===== config.mk =====
export PLATFORM = sky130hd
export DESIGN_NAME = ssp_host_seq
export DESIGN_NICKNAME = d
export VERILOG_FILES = /design/src/rtl/ssp_host_seq.sv
export SDC_FILE = /design/constraint.sdc
export NUM_CORES = 1
export LEC_CHECK = 0
export ABC_AREA = 1
export BUFFER_PORTS_ARGS = -buffer_cell sky130_fd_sc_hd__buf_2
export CELL_PAD_IN_SITES_DETAIL_PLACEMENT = 1
export CELL_PAD_IN_SITES_GLOBAL_PLACEMENT = 1
export CORE_ASPECT_RATIO = 0.9
export CORE_UTILIZATION = 25
export DETAILED_ROUTE_END_ITERATION = 10
export GPL_TIMING_DRIVEN = 0
export PLACE_DENSITY = 0.55
export SLEW_MARGIN = 20
export SYNTH_ARGS = -nofsm -noshare
export SYNTH_HDL_FRONTEND = slang
export SYNTH_SLANG_ARGS = --single-unit

===== constraint.sdc =====
create_clock -name PCLK -period 2.4 [get_ports PCLK]
set_input_delay 0.12 -clock PCLK [delete_from_list [all_inputs] [get_ports PCLK]]
set_output_delay 0.12 -clock PCLK [all_outputs]
set_load 0.1 [all_outputs]

===== src/rtl/ssp_host_seq.sv =====
// ssp_host_seq: stages host TX bytes and RX read requests and
// sequences them onto a single-master SSP bus port.
module ssp_host_seq #(
    parameter int TX_DEPTH = 4,
    parameter int CNT_W    = 16
) (
    input  logic             PCLK,
    input  logic             CLEAR_B,
    input  logic [7:0]       i_TX_DATA,
    input  logic             i_TX_VALID,
    output logic             o_TX_READY,
    input  logic             i_RD_REQ,
    output logic [7:0]       o_RX_DATA,
    output logic             o_RX_VALID,
    input  logic             i_RX_READY,
    output logic             o_PSEL,
    output logic             o_PWRITE,
    output logic [7:0]       o_PWDATA,
    input  logic [7:0]       i_PRDATA,
    input  logic             i_SSPTXINTR,
    input  logic             i_SSPRXINTR,
    output logic [CNT_W-1:0] o_TX_CNT,
    output logic [CNT_W-1:0] o_RX_CNT
);

    localparam int AW = (TX_DEPTH > 1) ? $clog2(TX_DEPTH) : 1;

    typedef enum logic [1:0] {
        S_IDLE,
        S_WRITE,
        S_READ,
        S_CAPTURE
    } state_t;

    state_t            r_state;
    state_t            w_next;

    logic [7:0]        r_mem [TX_DEPTH];
    logic [AW:0]       r_wr_ptr;
    logic [AW:0]       r_rd_ptr;
    logic              w_empty;
    logic              w_full;
    logic              w_push;
    logic              w_pop;

    logic [3:0]        r_pend;
    logic              r_last_rd;
    logic              w_rd_el;
    logic              w_wr_el;
    logic              w_grant_rd;
    logic              w_grant_wr;
    logic              w_pend_dec;

    logic [7:0]        r_pwdata;
    logic [7:0]        r_rx_data;
    logic              r_rx_valid;
    logic [CNT_W-1:0]  r_tx_cnt;
    logic [CNT_W-1:0]  r_rx_cnt;

    // The extra pointer bit tells a full FIFO from an empty one.
    assign w_empty = (r_wr_ptr == r_rd_ptr);
    assign w_full  = (r_wr_ptr[AW] != r_rd_ptr[AW]) &&
                     (r_wr_ptr[AW-1:0] == r_rd_ptr[AW-1:0]);

    // A pop in WRITE frees a slot, so a full FIFO may still accept.
    assign w_pop      = (r_state == S_WRITE);
    assign o_TX_READY = CLEAR_B && (!w_full || w_pop);
    assign w_push     = i_TX_VALID && o_TX_READY;

    assign w_rd_el    = ((r_pend != 4'd0) || i_SSPRXINTR) && !r_rx_valid;
    assign w_wr_el    = !w_empty && !i_SSPTXINTR;
    assign w_pend_dec = w_grant_rd && (r_pend != 4'd0);

    assign o_PWDATA   = r_pwdata;
    assign o_RX_DATA  = r_rx_data;
    assign o_RX_VALID = r_rx_valid;
    assign o_TX_CNT   = r_tx_cnt;
    assign o_RX_CNT   = r_rx_cnt;

    // FIFO storage; contents are qualified by the pointers.
    always_ff @(posedge PCLK) begin
        if (w_push) begin
            r_mem[r_wr_ptr[AW-1:0]] <= i_TX_DATA;
        end
    end

    // FIFO pointers.
    always_ff @(posedge PCLK) begin
        if (!CLEAR_B) begin
            r_wr_ptr <= '0;
            r_rd_ptr <= '0;
        end else begin
            if (w_push) begin
                r_wr_ptr <= r_wr_ptr + (AW+1)'(1);
            end
            if (w_pop) begin
                r_rd_ptr <= r_rd_ptr + (AW+1)'(1);
            end
        end
    end

    // Pending-read counter: saturating, holds on inc/dec collision.
    always_ff @(posedge PCLK) begin
        if (!CLEAR_B) begin
            r_pend <= 4'd0;
        end else if (i_RD_REQ && !w_pend_dec) begin
            if (r_pend != 4'hF) begin
                r_pend <= r_pend + 4'd1;
            end
        end else if (w_pend_dec && !i_RD_REQ) begin
            r_pend <= r_pend - 4'd1;
        end
    end

    // FSM state register.
    always_ff @(posedge PCLK) begin
        if (!CLEAR_B) begin
            r_state <= S_IDLE;
        end else begin
            r_state <= w_next;
        end
    end

    // Arbitration, next state and bus strobes.
    always_comb begin
        w_next     = r_state;
        w_grant_rd = 1'b0;
        w_grant_wr = 1'b0;
        o_PSEL     = 1'b0;
        o_PWRITE   = 1'b0;
        unique case (r_state)
            S_IDLE: begin
                if (w_rd_el &&
                    (i_SSPRXINTR || !w_wr_el || !r_last_rd)) begin
                    w_grant_rd = 1'b1;
                    w_next     = S_READ;
                end else if (w_wr_el) begin
                    w_grant_wr = 1'b1;
                    w_next     = S_WRITE;
                end
            end
            S_WRITE: begin
                o_PSEL   = 1'b1;
                o_PWRITE = 1'b1;
                w_next   = S_IDLE;
            end
            S_READ: begin
                o_PSEL = 1'b1;
                w_next = S_CAPTURE;
            end
            S_CAPTURE: begin
                w_next = S_IDLE;
            end
            default: begin
                w_next = S_IDLE;
            end
        endcase
    end

    // Write data latch, last-grant memory and TX byte count.
    always_ff @(posedge PCLK) begin
        if (!CLEAR_B) begin
            r_pwdata  <= 8'h00;
            r_last_rd <= 1'b1;
            r_tx_cnt  <= '0;
        end else begin
            if (w_grant_wr) begin
                r_pwdata  <= r_mem[r_rd_ptr[AW-1:0]];
                r_last_rd <= 1'b0;
            end else if (w_grant_rd) begin
                r_last_rd <= 1'b1;
            end
            if (w_pop) begin
                r_tx_cnt <= r_tx_cnt + CNT_W'(1);
            end
        end
    end

    // RX capture register with valid/ready hold.
    always_ff @(posedge PCLK) begin
        if (!CLEAR_B) begin
            r_rx_data  <= 8'h00;
            r_rx_valid <= 1'b0;
            r_rx_cnt   <= '0;
        end else if (r_state == S_CAPTURE) begin
            r_rx_data  <= i_PRDATA;
            r_rx_valid <= 1'b1;
            r_rx_cnt   <= r_rx_cnt + CNT_W'(1);
        end else if (r_rx_valid && i_RX_READY) begin
            r_rx_valid <= 1'b0;
        end
    end

endmodule

==> results of run 1 <==
## cell families (layout without fill, tap and decap cells)
kind of cell	count (synthesis)	count (layout)	share of synthesized area (%)
compound gates	108	108	13.8
xor+xnor	4	4	0.849
fa+ha+maj	15	15	4.73
buf+inv	66	175	6.91
flops	94	94	53.3
simple gates	182	182	20.4
## state kept, by name (all words and copies together) (netlist names)
signal	count
o_PWDATA	8
o_RX_CNT	16
o_RX_DATA	8
o_RX_VALID	1
o_TX_CNT	16
r_last_rd	1
r_mem	32
r_pend	4
r_rd_ptr	3
r_state	2
r_wr_ptr	3
## cells in the final DEF (no fill, tap or decap), drive strengths merged
| cell type | instances |
|---|---|
| nor2 | 93 |
| buf | 84 |
| o21ai | 62 |
| dfxtp | 62 |
| inv | 50 |
| nand2 | 49 |
| a21oi | 32 |
| edfxtp | 32 |
| clkbuf | 18 |
| nand3 | 17 |
| ha | 14 |
| dlygate4sd3 | 13 |
| nor3 | 11 |
| nand4 | 10 |
| a31oi | 10 |
| clkinv | 10 |
| o21a | 4 |
| xnor2 | 3 |
| and3 | 1 |
| xor2 | 1 |
| nor3b | 1 |
| fa | 1 |
## report_power, final
group | internal (uW) | leakage [uW] | total [uW] | switching (uW)
Combinational | 510 | 0.00122 | 1860 | 1350
Sequential | 1790 | 0.000795 | 1910 | 122
Clock | 695 | 0.000134 | 1310 | 613
## metrics by stage
| step | power, uW | TNS [ps] | cell area [um^2] | hold slack, ps | utilization [%] |
|---|---|---|---|---|---|
| floorplan | 3330 | 0 | 4200 | 219 | - |
| global placement | 3650 | 0 | 4830 | 335 | 29.9 |
| detailed placement | 3690 | 0 | 4830 | 346 | 29.9 |
| CTS | 5040 | 0 | 5210 | 1.37 | 32.3 |
| global route | 5400 | -4.29 | 5320 | 10.4 | 33.0 |
| finish | 5080 | 0 | 5320 | 16.0 | 33.0 |
## final cells by class
cell class | count | area share (%)
Sequential cell | 94 | 41.5
Timing Repair Buffer | 93 | 10.3
Multi-Input combinational cell | 309 | 32.7
Clock inverter | 7 | 0.752
Tap cell | 207 | 4.87
Buffer | 13 | 1.48
Clock buffer | 9 | 4.23
Inverter | 53 | 4.23
## per-layer routing
layer	track usage, %	wire [um]	up-vias
met5	0	0	-
met4	3.71	112	0
met3	3.30	342	10
met2	22.7	5360	41
met1	16.9	5050	1665
li1	-	-	1784
## critical path, stage by stage (launching register included)
cell	delay (ps)
dfxtp_2	330
buf_6	130
clkinv_8	70
nand2_2	50
nand2_2	100
nand3_4	80
nand3_2	70
nand4_1	170
nand2_2	190
ha_4	230
nand2_1	70
nand2_1	60
a31oi_2	160
nand3_1	120
nand2_1	100
nor2_2	40
nor2_1	80
nor2_1	40
## repair_timing
| item | CTS | global route |
|---|---|---|
| hold buffers | 12 | 1 |
| setup buffers | 0 | 6 |
| setup endpoints to repair | 0 | 1 |
| gates resized for setup | 0 | 15 |
| hold endpoints to repair | 28 | 4 |
## worst paths after layout
path,to,slack (ps),cells past startpoint
worst max-delay path,r_pend[3],200,17
worst min-delay path,r_mem[3][5],20,1
worst max register to register,r_pend[3],200,17
worst min register to register,o_RX_CNT[15],470,2
==> metrics.yaml, run 1 <==
status: "complete, no violations"
dr.first_iter.drc_count: 99
drc_errors: 0
hold_violations: 0
io_buffers: 74
multi_input_area_um2: 1740
grt_usage_pct: 13.4
drive_above_1_share_pct: 26.0
via_count: 3500
grt_max_degree: 16
yosysMostFrequentCell: "nor2_1"
fin_crit_sh_pct: 91.8
synth_cells: 469
antenna_found_initial: 0
synth-seq-area-share_pct: 53.3
synth_area_leader_cell: "dfxtp_1"
r2r_start: "r_rd_ptr[1]"
tritoncts: "yes"
numClockSinks: 94
insertion_delay_ps: 350
diodes: 0
die_h_um: 124
yosysWarnings: 0
maxSlewHeadroom_pct: 58.5
crit_fanout: 10
fillers: 1880
ir_drop_mv: 0.362
synth_area_um2: 4130
yosys-top-cells-area: "dfxtp_1 (30%), edfxtp_1 (23%), nor2_1 (8.0%)"
htreeDepth: 3
via_per_inst: 4.46
stdcell_count: 785
synth-edff-count: 32
ant_nets: 0
worstPathRequired_ps: 2650
cp-end-kind: "flop"
numCtsBuffers: 9
synthToLayoutAreaGrowth_pct: 28.9
dieArea_um2: 17000
synthArstFlopShare_pct: 0
die_w_um: 137
synthFlopType: "dfxtp_1"
clk_pin_slew_ps: 70
hp-start: "i_TX_DATA[5]"
worstSetupPathType: "reg -> reg"
layout.nets: 611
power_density_nw_per_um2: 955
ys_top_cells_by_count: "nor2_1 (88), dfxtp_1 (62), o21ai_0 (58)"
rows: 44
wire_per_inst_um: 13.9
grt_pass1_vias: 3420
worst_pin_slew_ps: 622
routed_wl_um: 10900
critPathLaunchType: "flop"
synth_area_per_cell_um2: 8.80
cp.arrival_ps: 2450
start_util_pct: 25.6
clock.fmax_mhz: 454
fin_skew_ps: 6.17
design.core.area_um2: 16100
dp_cells: 750
io_pins: 75
synth_seq_cells: 94
grt_pass1_wl_um: 17300
pre_cts_slack_ps: 24.8
syn_nets: 507
dp_hpwl_um: 7900
hp-class: "in -> reg"
synth.distinct_cells: 32
drtPass1Iterations: 4
power.leakage_uw: 0.00215
startpoint: "r_rd_ptr[1]"
gr-total-overflow: 0
synth.top_cell.area_share_pct: 30.1
period_needed_ps: 2200
place_congestion: 0.768
max_cap_viol_count: 0
root_buffer: "clkbuf_16"
finalMaxSlewViolations: 0
timing.final.ws_setup_ps: 197
register_area_um2: 2210
setup_viol: 0
clk_path_buf_depth: 2
Power figures use the tool's default switching activity.
==> inputs of run 2 (changes only) <==
--- a/config.mk
+++ b/config.mk
@@ -5,15 +5,15 @@
 export SDC_FILE = /design/constraint.sdc
 export NUM_CORES = 1
 export LEC_CHECK = 0
-export ABC_AREA = 1
 export BUFFER_PORTS_ARGS = -buffer_cell sky130_fd_sc_hd__buf_2
 export CELL_PAD_IN_SITES_DETAIL_PLACEMENT = 1
 export CELL_PAD_IN_SITES_GLOBAL_PLACEMENT = 1
 export CORE_ASPECT_RATIO = 0.9
 export CORE_UTILIZATION = 25
 export DETAILED_ROUTE_END_ITERATION = 10
+export GPL_ROUTABILITY_DRIVEN = 0
 export GPL_TIMING_DRIVEN = 0
-export PLACE_DENSITY = 0.55
+export PLACE_DENSITY = 0.53
 export SLEW_MARGIN = 20
 export SYNTH_ARGS = -nofsm -noshare
 export SYNTH_HDL_FRONTEND = slang
==> run 2 against run 1 <==
The flow now finishes with violations (design-rule violations); combinational power fell by 13%; maximum frequency fell by 3.6%; core utilization barely moved; flip-flop and latch count did not move; register-to-register slack got worse by 80 ps; cell area rose by 1.1%; clock skew rose by 2.6 ps; critical path type unchanged; critical endpoint unchanged.
==> metrics.yaml, run 2 <==
status: "finished, violations left"  # was complete, no violations
violations: "design-rule violations"
ys_top_cells_by_count: "dfxtp_1 (62), and2_1 (34), edfxtp_1 (32), nand2_1 (32), xnor2_1 (24)"  # was nor2_1 (88), dfxtp_1 (62), o21ai_0 (58)
power_density_nw_per_um2: 931  # was 955 nW/um^2
yosysMostFrequentCell: "dfxtp_1"  # was nor2_1
grt_pass1_wl_um: 16200  # was 17,300 um
clkPwrFrac_pct: 30.2  # was 25.7%
multi_input_area_um2: 1960  # was 1740 um^2
worstPathCellList: "buf_8 -> xnor2_4 -> a311oi_4 -> nor4_4 -> nand2b_4 -> ha_1 -> a21o_1 -> a21oi_2 -> nor2_1 -> mux2i_1 -> mux2i_1"  # was buf_6 -> clkinv_8 -> nand2_2 -> nand2_2 -> nand3_4 -> nand3_2 -> nand4_1 -> nand2_2 -> ha_4 -> nand2_1 -> nand2_1 -> a31oi_2 -> nand3_1 -> nand2_1 -> nor2_2 -> nor2_1 -> nor2_1
drc_errors: 5  # was 0
die_w_um: 139  # was 137 um
synth_area_leader_cell: "dfxtp_1"  # unchanged
maxSlewHeadroom_pct: 61.7  # was 58.5%
stdcell_count: 670  # was 785
synth-seq-area-share_pct: 52.1  # was 53.3%
crit_fanout: 3  # was 10
switching_share_pct: 35.8  # was 41.0%
syn_nets: 396  # was 507
synth.distinct_cells: 46  # was 32
finalMaxSlewViolations: 0  # unchanged
cp.arrival_ps: 2570  # was 2450 ps
period_needed_ps: 2290  # was 2200 ps
fin_skew_ps: 8.81  # was 6.17 ps
synth-edff-count: 32  # unchanged
grt_pass1_vias: 3065  # was 3,420
hold_violations: 0  # unchanged
via_count: 2986  # was 3,500
power.leakage_uw: 0.00216  # was 0.00215 uW
max_cap_viol_count: 0  # unchanged
clk_path_buf_depth: 2  # unchanged
worstSetupPathType: "reg -> reg"  # unchanged
antenna_found_initial: 0  # unchanged
wire_per_inst_um: 14.8  # was 13.9 um
synth_seq_cells: 94  # unchanged
synthArstFlopShare_pct: 0  # unchanged
clk_pin_slew_ps: 70  # about the same
switchingPower_uw: 1800  # was 2080 uW
combPwrFrac_pct: 32.1  # was 36.6%
crit_family: "simple AND/OR/NAND/NOR gates"  # unchanged
worst_pin_slew_ps: 575  # was 622 ps
routed_wl_um: 9900  # was 10,900 um
cp_common_cell: "mux2i_1"
synth_area_per_cell_um2: 11.8  # was 8.80 um^2
root_buffer: "clkbuf_16"  # unchanged
via_per_inst: 4.46  # about the same
final_util_pct: 33.0  # about the same
largest_reg_flops: 32  # unchanged
holdWs_ps: 34.1  # was 16.0 ps
clock.fmax_mhz: 437  # was 454 MHz
dp_hpwl_um: 7110  # was 7900 um
drive_above_1_share_pct: 27.2  # was 26.0%
synth_cells: 358  # was 469
synth.top_cell.area_share_pct: 29.4  # was 30.1%
dieArea_um2: 17400  # was 17,000 um^2
design.core.area_um2: 16300  # was 16,100 um^2
fin_crit_sh_pct: 95.3  # was 91.8%
grt_max_degree: 18  # was 16
critPathLaunchType: "flop"  # unchanged
io_pins: 75  # unchanged
ant_nets: 0  # unchanged
register_area_um2: 2210  # about the same
layout_common_cells: "buf_2 (75), dfxtp_1 (57), and2_1 (34)"  # was nor2_1 (84), buf_2 (74), o21ai_0 (58)
seq_power_share_pct: 37.7  # about the same
tritoncts: "yes"  # unchanged
insertion_delay_ps: 350  # about the same
ir_drop_mv: 0.379  # was 0.362 mV
synthToLayoutAreaGrowth_pct: 27.4  # was 28.9%
yosys-top-cells-area: "dfxtp_1 (29%), edfxtp_1 (23%), and2_1 (5.0%)"  # was dfxtp_1 (30%), edfxtp_1 (23%), nor2_1 (8.0%)
start_util_pct: 25.9  # was 25.6%
critPathBufInv: 1  # was 2
grt_usage_pct: 12.0  # was 13.4%
drtPass1Iterations: 7  # was 4
synth_area_um2: 4220  # was 4130 um^2
worstPathRequired_ps: 2680  # was 2650 ps
intPower_uw: 3210  # was 3000 uW
numCtsBuffers: 9  # unchanged
rsz0062_at_grt: "false"
numClockSinks: 94  # unchanged
fillers: 1819  # was 1,880
critPathSlowestCell: "dfxtp_2"  # unchanged
rows: 44  # unchanged
cp-end-kind: "flop"  # unchanged
yosysWarnings: 0  # unchanged
gr-total-overflow: 0  # unchanged
io_buffers: 74  # unchanged
die_h_um: 125  # was 124 um
synthFlopType: "dfxtp_1"  # unchanged
hp-class: "in -> reg"  # unchanged
setup_viol: 0  # unchanged
mostFrequentLayoutCell: "buf_2"  # was nor2_1
htreeDepth: 3  # unchanged
critical_path.max_stage_delay_ps: 330  # about the same
dr.first_iter.drc_count: 95  # was 99
layout.nets: 496  # was 611
dp_cells: 639  # was 750
diodes: 0  # unchanged
## run 2: cell families (layout without fill, tap and decap cells)
group	after synthesis	count (layout)	share of synthesized area, %
flops	94	94	52.1
compound gates	33	33	5.36
buf+inv	25	130	3.14
simple gates	131	131	18.0
xor+xnor	35	35	7.61
mux	25	25	9.13
fa+ha+maj	15	15	4.62
## run 2: repair_timing
action / CTS / global route
buffers inserted: 1 / 6
endpoints found under the hold margin: 32 / 0
setup endpoints to repair: 1 / 1
hold buffers: 8 / 0
resized for setup: 3 / 13
pin swaps: 2 / 7
## run 2: layer usage
metal | wire [um] | global-route usage [%] | up-vias
met5 | 0 | 0 | -
met4 | 135 | 3.73 | 0
met3 | 335 | 3.49 | 10
met2 | 4920 | 20.6 | 44
met1 | 4510 | 14.4 | 1467
li1 | - | - | 1465
## run 2: through the flow
stage	total power (uW)	setup TNS [ps]	cell area, um^2	setup slack (ps)
final	5010	0	5380	113
after global routing	5280	0	5380	3.10
after CTS	4990	0	5270	6.50
after detailed placement	3390	-216	4860	-216
after global placement	3360	-146	4860	-146
after floorplan	3100	0	4230	24.9
## run 2: power by group through the flow
stage               Combinational, uW  Clock [uW]  Sequential (uW)
floorplan                         938           0             2160
global placement                 1440           0             1910
detailed placement               1470           0             1920
CTS                              1540        1570             1880
global route                     1730        1640             1910
finish                           1610        1510             1890
## run 2: worst paths after layout
kind                from           end  depth (start not counted)  slack [ps]
max reg2reg  r_rd_ptr[0]     r_pend[3]                         11         110
max          r_rd_ptr[0]     r_pend[3]                         11         110
min reg2reg  o_PWDATA[4]   o_PWDATA[4]                          2         460
min          i_PRDATA[7]  o_RX_DATA[7]                          3          30
## run 2: cell type report
cell class              count  area share, %
well taps                 207           4.82
flip-flops and latches     94           41.1
clock inverters             6           1.37
inverters                   9          0.628
multi-input cells         239           36.4
clock buffers              10           4.44
repair buffers             89           9.35
plain buffers              16           1.98
## run 2: tightest hold or removal path, stage by stage
cell and delay (ps):
buf_2 70, mux2i_1 60, nor2b_1 90
==> inputs of run 3 (changes only) <==
--- a/config.mk
+++ b/config.mk
@@ -9,11 +9,11 @@
 export CELL_PAD_IN_SITES_DETAIL_PLACEMENT = 1
 export CELL_PAD_IN_SITES_GLOBAL_PLACEMENT = 1
 export CORE_ASPECT_RATIO = 0.9
-export CORE_UTILIZATION = 25
+export CORE_UTILIZATION = 40
 export DETAILED_ROUTE_END_ITERATION = 10
 export GPL_ROUTABILITY_DRIVEN = 0
 export GPL_TIMING_DRIVEN = 0
-export PLACE_DENSITY = 0.53
+export PLACE_DENSITY = 0.76
 export SLEW_MARGIN = 20
 export SYNTH_ARGS = -nofsm -noshare
 export SYNTH_HDL_FRONTEND = slang
==> run 3 against run 2 <==
The flow now finishes without violations; via count shrank 0.20%; non-clock buffer count did not move; clock skew is 0.55 ps higher; cell count decreased by 12%; worst hold slack worse by 17 ps; flip-flop and latch count is the same; maximum frequency is 0.89% lower; largest cell class unchanged.
==> metrics.yaml, run 3 (synthesis results as in run 2) <==
layout.nets: 496  # unchanged
max_cap_viol_count: 0  # unchanged
grt_pass1_wl_um: 15400  # was 16,200 um
drtPass1Iterations: 4  # was 7
root_buffer: "clkbuf_16"  # unchanged
design.core.area_um2: 10200  # was 16,300 um^2
grt_usage_pct: 18.7  # was 12.0%
io_buffers: 74  # unchanged
dp_cells: 561  # was 639
register_area_um2: 2210  # unchanged
critPathSlowestCell: "dfxtp_1"  # was dfxtp_2
critPathLaunchType: "flop"  # unchanged
worstSetupPathType: "reg -> reg"  # unchanged
cp_common_cell: "mux2i_1"  # unchanged
route.met3.wl_um: 336  # was 335 um
fin_crit_sh_pct: 96.1  # was 95.3%
r2r_cells: 11  # unchanged
totalNegativeSetupSlack_ps: 0  # unchanged
worstPathCellList: "buf_8 -> xnor2_4 -> a311oi_4 -> nor4_4 -> nand2b_4 -> ha_4 -> a21o_1 -> a21oi_2 -> nor2_1 -> mux2i_1 -> mux2i_1"  # was buf_8 -> xnor2_4 -> a311oi_4 -> nor4_4 -> nand2b_4 -> ha_1 -> a21o_1 -> a21oi_2 -> nor2_1 -> mux2i_1 -> mux2i_1
dp_hpwl_um: 6690  # was 7110 um
cp-end-kind: "flop"  # unchanged
mostFrequentLayoutCell: "buf_2"  # unchanged
ant_nets: 0  # unchanged
power_density_nw_per_um2: 935  # was 931 nW/um^2
fillers: 1116  # was 1,819
pre_cts_slack_ps: -234  # was -216 ps
routed_wl_um: 9490  # was 9900 um
htreeDepth: 3  # unchanged
layout_common_cells: "buf_2 (75), dfxtp_1 (57), and2_1 (34)"  # unchanged
drive_above_1_share_pct: 27.6  # was 27.2%
ir_drop_mv: 0.481  # was 0.379 mV
worst-path-stages: 11  # unchanged
clk_pin_slew_ps: 70  # about the same
worst_pin_slew_ps: 544  # was 575 ps
die_w_um: 110  # was 139 um
grt_pass1_vias: 3025  # was 3,065
die_h_um: 99.5  # was 125 um
drt-met1-wl_um: 4170  # was 4510 um
drc_errors: 0  # was 5
gr-total-overflow: 0  # unchanged
crit_fanout: 3  # unchanged
maxSlewHeadroom_pct: 63.7  # was 61.7%
finalMaxSlewViolations: 0  # unchanged
insertion_delay_ps: 340  # was 350 ps
dr.first_iter.drc_count: 126  # was 95
setup_viol: 0  # unchanged
fin_skew_ps: 9.36  # was 8.81 ps
rrSetupSlack_ps: 90  # was 110 ps
timing.final.ws_setup_ps: 92.8  # was 113 ps
multi_input_area_um2: 1980  # was 1960 um^2
dieArea_um2: 11000  # was 17,400 um^2
rows: 35  # was 44
stdcell_count: 592  # was 670
period_needed_ps: 2310  # was 2290 ps
crit_family: "simple AND/OR/NAND/NOR gates"  # unchanged
rsz0062_at_grt: "true"  # was false
io_pins: 75  # unchanged
tritoncts: "yes"  # unchanged
clock.fmax_mhz: 433  # was 437 MHz
clk_path_buf_depth: 2  # unchanged
numClockSinks: 94  # unchanged
hp-class: "in -> reg"  # unchanged
antenna_found_initial: 0  # unchanged
power_uw: 4940  # was 5010 uW
diodes: 0  # unchanged
status: "complete, no violations"  # was finished, violations left
worstPathRequired_ps: 2670  # was 2680 ps
wire_per_inst_um: 16.0  # was 14.8 um
wl_met2_um: 4860  # was 4920 um
top_layer: "met4"  # unchanged
largest_reg_flops: 32  # unchanged
critPathBufInv: 1  # unchanged
numCtsBuffers: 9  # unchanged
via_count: 2980  # was 2,986
hold_violations: 0  # unchanged
power.leakage_uw: 0.00217  # was 0.00216 uW
synthToLayoutAreaGrowth_pct: 25.2  # was 27.4%
start_util_pct: 41.2  # was 25.9%
cp.arrival_ps: 2570  # about the same
via_per_inst: 5.03  # was 4.46
hold_depth: 1  # was 3
grt_max_degree: 18  # unchanged
critical_path.max_stage_delay_ps: 340  # was 330 ps
==> run 3: area by class of cell <==
type | count | area share (%)
Sequential cell | 94 | 41.8
Multi-Input combinational cell | 239 | 37.4
Timing Repair Buffer | 89 | 9.42
Clock buffer | 10 | 4.33
Tap cell | 129 | 3.05
Buffer | 16 | 2.01
Clock inverter | 6 | 1.33
Inverter | 9 | 0.639
==> run 3: through the flow <==
stage / util, % / hold slack, ps / area (um^2)
after CTS: 50.4 / 2.59 / 5160
after detailed placement: 46.4 / 344 / 4760
final: 51.6 / 17.6 / 5290
after global placement: 46.4 / 331 / 4760
after floorplan: - / 219 / 4230
after global routing: 51.6 / 2.30 / 5290
==> run 3: power by group <==
part | total (uW) | switching [uW] | internal (uW)
Sequential | 1890 | 134 | 1760
Combinational | 1600 | 1000 | 601
Clock | 1450 | 628 | 820
Total | 4940 | 1770 | 3180
==> run 3: what timing repair did <==
item | in CTS | in global routing
hold buffers | 6 | 0
endpoints found under the setup margin | 1 | 2
pin swaps | 1 | 7
resized for setup | 5 | 13
buffers inserted | 1 | 8
endpoints found under the hold margin | 24 | 0
==> run 3: worst paths after layout <==
path / endpoint / startpoint
max: r_pend[3] / r_rd_ptr[0]
min: r_mem[1][2] / i_TX_DATA[2]
max reg2reg: r_pend[3] / r_rd_ptr[0]
min reg2reg: o_PWDATA[1] / o_PWDATA[1]
==> run 3: metal layers <==
layer	track usage [%]	vias up
met5	0	-
met4	6.58	0
met3	4.65	10
met2	31.4	50
met1	23.1	1458
li1	-	1462
